$ cat src/rtl/pwm_ramp_ctrl.sv
// Sequencer in front of the PWM counter: ramps CCR toward a target one step
// per period and only touches ARR/CCR/dir on period boundaries.
module pwm_ramp_ctrl #(
    parameter int W = 16
) (
    input  logic         clk,
    input  logic         rst_n,
    input  logic         cfg_valid,
    output logic         cfg_ready,
    input  logic [W-1:0] cfg_arr,
    input  logic [W-1:0] cfg_ccr,
    input  logic [W-1:0] cfg_step,
    input  logic         cfg_dir,
    input  logic         stop,
    input  logic         period_end,
    output logic [W-1:0] pwm_arr,
    output logic [W-1:0] pwm_ccr,
    output logic         pwm_dir,
    output logic         pwm_en,
    output logic         busy,
    output logic         at_target,
    output logic         done
);

    typedef enum logic [1:0] {
        IDLE,
        RAMP,
        HOLD,
        STOPW
    } state_t;

    state_t state;

    logic [W-1:0] tgt;
    logic [W-1:0] step;
    logic [W-1:0] arr_pend;
    logic         dir_pend;
    logic         pend_vld;
    logic         stop_pend;

    logic         hs;
    logic         stop_req;
    logic         stop_eff;
    logic [W-1:0] tgt_eff;
    logic [W-1:0] cfg_tgt;
    logic [W-1:0] base;
    logic [W-1:0] nxt;
    logic [W:0]   sum;
    logic [W:0]   lim;

    assign stop_req  = stop && (state != IDLE);
    assign stop_eff  = stop_pend || stop_req;
    assign cfg_ready = (state == IDLE) ||
                       ((state == HOLD) && !stop_pend && !stop);
    assign hs        = cfg_valid && cfg_ready;
    assign busy      = (state != IDLE);
    assign at_target = (state == HOLD);
    assign cfg_tgt   = (cfg_ccr < cfg_arr) ? cfg_ccr : cfg_arr;
    // A stop seen this cycle retargets the step already being computed.
    assign tgt_eff   = stop_req ? '0 : tgt;

    always_comb begin
        base = pwm_ccr;
        nxt  = tgt_eff;
        if (pend_vld && (pwm_ccr > arr_pend))
            base = arr_pend;
        sum = {1'b0, base} + {1'b0, step};
        lim = {1'b0, tgt_eff} + {1'b0, step};
        if (step == '0) begin
            nxt = tgt_eff;
        end else if (base < tgt_eff) begin
            nxt = (sum >= {1'b0, tgt_eff}) ? tgt_eff : sum[W-1:0];
        end else if (base > tgt_eff) begin
            nxt = ({1'b0, base} < lim) ? tgt_eff : (base - step);
        end
    end

    always_ff @(posedge clk or negedge rst_n) begin
        if (!rst_n) begin
            state     <= IDLE;
            pwm_arr   <= '0;
            pwm_ccr   <= '0;
            pwm_dir   <= 1'b0;
            pwm_en    <= 1'b0;
            done      <= 1'b0;
            tgt       <= '0;
            step      <= '0;
            arr_pend  <= '0;
            dir_pend  <= 1'b0;
            pend_vld  <= 1'b0;
            stop_pend <= 1'b0;
        end else begin
            done <= 1'b0;
            if (stop_req) begin
                stop_pend <= 1'b1;
                tgt       <= '0;
            end
            case (state)
                IDLE: begin
                    if (hs) begin
                        pwm_arr <= cfg_arr;
                        pwm_dir <= cfg_dir;
                        pwm_ccr <= '0;
                        pwm_en  <= 1'b1;
                        tgt     <= cfg_tgt;
                        step    <= cfg_step;
                        state   <= RAMP;
                    end
                end
                RAMP: begin
                    if (period_end) begin
                        if (pend_vld) begin
                            pwm_arr  <= arr_pend;
                            pwm_dir  <= dir_pend;
                            pend_vld <= 1'b0;
                        end
                        pwm_ccr <= nxt;
                        if (nxt == tgt_eff)
                            state <= stop_eff ? STOPW : HOLD;
                    end
                end
                HOLD: begin
                    if (stop_req) begin
                        state <= RAMP;
                    end else if (hs) begin
                        tgt      <= cfg_tgt;
                        step     <= cfg_step;
                        arr_pend <= cfg_arr;
                        dir_pend <= cfg_dir;
                        pend_vld <= 1'b1;
                        state    <= RAMP;
                    end
                end
                STOPW: begin
                    if (period_end) begin
                        pwm_en    <= 1'b0;
                        pwm_ccr   <= '0;
                        stop_pend <= 1'b0;
                        pend_vld  <= 1'b0;
                        done      <= 1'b1;
                        state     <= IDLE;
                    end
                end
                default: state <= IDLE;
            endcase
        end
    end

endmodule

$ cat config.mk
export PLATFORM = sky130hd
export DESIGN_NAME = pwm_ramp_ctrl
export DESIGN_NICKNAME = d
export VERILOG_FILES = /design/src/rtl/pwm_ramp_ctrl.sv
export SDC_FILE = /design/constraint.sdc
export NUM_CORES = 1
export LEC_CHECK = 0
export CORE_AREA = 3 3 126 177
export CTS_CLUSTER_DIAMETER = 50
export DETAILED_ROUTE_END_ITERATION = 6
export DIE_AREA = 0 0 129 180
export GPL_TIMING_DRIVEN = 0
export PLACE_DENSITY = 0.74
export SLEW_MARGIN = 20
export SYNTH_ARGS = -nofsm -noshare
export SYNTH_HDL_FRONTEND = slang
export SYNTH_SLANG_ARGS = --single-unit
$ cat constraint.sdc
create_clock -name clk -period 11.81 [get_ports clk]
set_clock_uncertainty 0.15 [all_clocks]
set_input_delay 3.543 -clock clk [delete_from_list [all_inputs] [get_ports clk]]
set_output_delay 3.543 -clock clk [all_outputs]
set_load 0.05 [all_outputs]
==> impl_results.rst <==
.. list-table::
   :header-rows: 1

   * - Metric
     - Value
   * - Number of nets in the layout
     - between 1000 and 1500
   * - Global-route track usage on met3
     - 0.0416
   * - Min-delay worst type
     - reg2reg
   * - Maximum clock frequency
     - around 0.090 GHz
   * - Total via count after detailed routing
     - 9239
   * - Postcts setup bufs
     - 0
   * - Type of destination of the critical path
     - flop
   * - Slowest cell on crit path
     - nor4_1
   * - Global placement routability congestion
     - just over 1
   * - Total nets after synthesis
     - around 1300
   * - CTS tree
     - yes
   * - Number of global-route vias before repair
     - between 9000 and 10000
   * - Initial antenna violation count
     - 0
   * - Max-cap violations
     - 0
   * - Biggest area contributors in the synthesized netlist
     - dfrtp_1 (24%), ha_1 (17%), a21oi_1 (6.0%), o21ai_0 (4.3%), nand2_1 (3.8%)
   * - Post-synthesis cell type count
     - 82
   * - CP required
     - roughly 12000 ps
   * - Leading cell type in the layout, fill and taps excluded
     - ha_1
   * - Clk buf depth
     - 2
   * - Share of final-layout standard cells stronger than drive strength 1
     - 0.0590
   * - Data arrival time of the critical path
     - 11130 ps
   * - Setup slack of the critical path after layout
     - around 740 ps
   * - Vias per Instance
     - 6.03
   * - First-pass GRT wire length
     - between 40000 and 50000 um
   * - Clk Tree Root Cell
     - clkbuf_16
   * - Number of iterations in the first detailed-routing pass
     - 5
   * - Cts bufs inserted
     - 9
   * - Final global-route overflow total
     - 0
   * - Worst max-slew margin expressed relative to the limit
     - 0.250
   * - Number of flops mapped to enable cells by yosys
     - 0
   * - Number of gates given a new drive strength after cts
     - 0
   * - Final wirelength
     - ~32000 um
   * - Clock Sinks
     - 88
   * - Final-layout worst hold slack
     - 365 ps
   * - Clock insertion delay at the later pin of the skew report
     - between 300 and 400 ps
   * - DRC violation count after routing
     - 0
   * - Number of port buffers
     - 91
   * - Startpoint-to-endpoint class of the critical path
     - in2reg
   * - Routed Antenna Nets
     - 0
   * - Synthesized area per cell
     - 8.04 um^2
   * - Cell Area, Synth
     - ~9400 um^2
   * - Synth warnings
     - 0
   * - Std cell rows
     - between 60 and 70
   * - Total Neg Setup Slack
     - 0 ps
   * - Number of failing hold endpoints at the final stage
     - 0
   * - Most heavily used metal layer in global routing
     - met2
   * - Die Y
     - roughly 180 um
   * - Commonest cells after routing, fill and taps aside
     - ha_1 (125), a21oi_1 (112), nand2_1 (94)
   * - Largest stage delay, worst path
     - just over 900 ps
   * - Largest area contributor in the synthesized netlist
     - dfrtp_1
   * - Total core area
     - 21000 um^2
   * - Largest net degree at the start of global routing
     - 53
   * - Met1 usage in global routing
     - 0.306
   * - Die boundary width
     - around 130 um
   * - Post-place setup slack
     - 552 ps
   * - Post-cts hold buffer count
     - 0
   * - Detailed-route wire length per cell
     - between 20 and 25 um
   * - Initial core utilization
     - 0.446
   * - Most used cell along the critical path
     - a21oi_1
   * - Sequential share of the synthesized area
     - 0.235
   * - RSZ-0062 raised after global routing
     - false
   * - Most instantiated flip-flop cell in the synthesis netlist
     - dfrtp_1
   * - Area growth from synthesis to layout
     - 16.9%
   * - Max Fanout on Critical Path
     - 10
   * - Post-route clock period utilization
     - 0.937
   * - Number of levels the H-tree was split into
     - 3
   * - Count of routing violations after the opening detailed-route iteration
     - between 600 and 700
   * - Final Setup Violations
     - 0
   * - Clock transition at the registers of the reported paths
     - roughly 70 ps
   * - Yosys top cell area share
     - 0.235
   * - Antenna diodes
     - 0
   * - Worst-margin pin slew
     - between 1000 and 1500 ps
   * - Met2 Resource Use GR
     - 0.474
   * - Combined global-route utilization of all metal layers
     - 0.272
   * - Post-synthesis register bit count
     - around 90
   * - Run status
     - complete, no violations
   * - Asr flop ratio synth
     - 1.00
   * - Die area
     - ~23000 um^2
   * - Cell count after synthesis
     - 1164
   * - Startpoint types
     - primary input
   * - Detailed Place HPWL
     - approximately 26000 um
   * - Final-report max-slew violation count
     - 0
   * - Ports
     - just over 90
   * - Post-layout minimum cycle time
     - around 11000 ps
==> metal layers <==
layer  wire (um)  part of all wire  vias up
li1            -                 -     4419
met1       12000              0.38     4309
met2       15800              0.50      386
met3        1710             0.054      125
met4        2290             0.072        0
met5           0                 0        -
==> cells in the mapped netlist, types with 20 or more instances <==
| cell type | count |
|---|---|
| xnor2_1 | 38 |
| nand3_1 | 21 |
| nor3_1 | 64 |
| a21o_1 | 33 |
| xor2_1 | 20 |
| o22ai_1 | 23 |
| dfrtp_1 | 88 |
| o21ai_0 | 80 |
| ha_1 | 125 |
| inv_1 | 87 |
| a21oi_1 | 112 |
| clkbuf_1 | 41 |
| nor2_1 | 87 |
| nand2_1 | 94 |
==> through the flow <==
step,cells,area (um^2),utilization
6_report,1531,10900,0.522
5_1_grt,1531,10900,0.522
4_1_cts,1531,10900,0.522
3_5_place_dp,1516,10600,0.507
3_3_place_gp,1515,10600,0.505
2_1_floorplan,1164,9360,-
==> flip-flops by register name, indices dropped and copies added, names as in the netlist <==
signal and cells:
done 1, pwm_dir 1, step 16, pwm_ccr 16, arr_pend 16, state 2
dir_pend 1, pend_vld 1, stop_pend 1, pwm_en 1, tgt 16, pwm_arr 16
==> logic make-up after synthesis <==
logic type | count (synthesis) | synth area share
compound gates | 354 | 0.247
flops | 88 | 0.235
fa+ha+maj | 128 | 0.174
simple gates | 364 | 0.188
buf+inv | 142 | 0.0598
xor+xnor | 64 | 0.0687
mux | 24 | 0.0282
==> final cells by class <==
class | instances | area (um^2)
Inverter | 87 | 327
Fill cell | 2007 | 10000
Clock buffer | 9 | 225
Timing Repair Buffer | 92 | 940
Clock inverter | 6 | 92.6
Sequential cell | 88 | 2200
Buffer | 55 | 233
Multi-Input combinational cell | 934 | 6600
Tap cell | 260 | 325
==> critical path, delay by kind of cell <==
kind | cells | cell delay (ps)
XOR/XNOR | 1 | 100
AO/OA/AOI/OAI | 15 | 2940
adder cells (fa/ha/maj) | 2 | 560
AND/OR/NAND/NOR | 7 | 2660
buffers and inverters | 4 | 1330
==> final timing paths <==
path | slack [ps] | cells after the start | to | start
worst max-delay path | 740 | 29 | state[1] | stop
min in group asynchronous | 2930 | 1 | arr_pend[14] | rst_n
max in group asynchronous | 7990 | 2 | tgt[3] | rst_n
worst min register to register | 360 | 1 | dir_pend | dir_pend
worst min-delay path | 360 | 1 | dir_pend | dir_pend
worst max register to register | 2480 | 28 | pwm_ccr[0] | arr_pend[15]
Power is left out: the tool's default activity adds up to more than one toggle a clock period on the data nets, which glitch-free logic cannot reach.
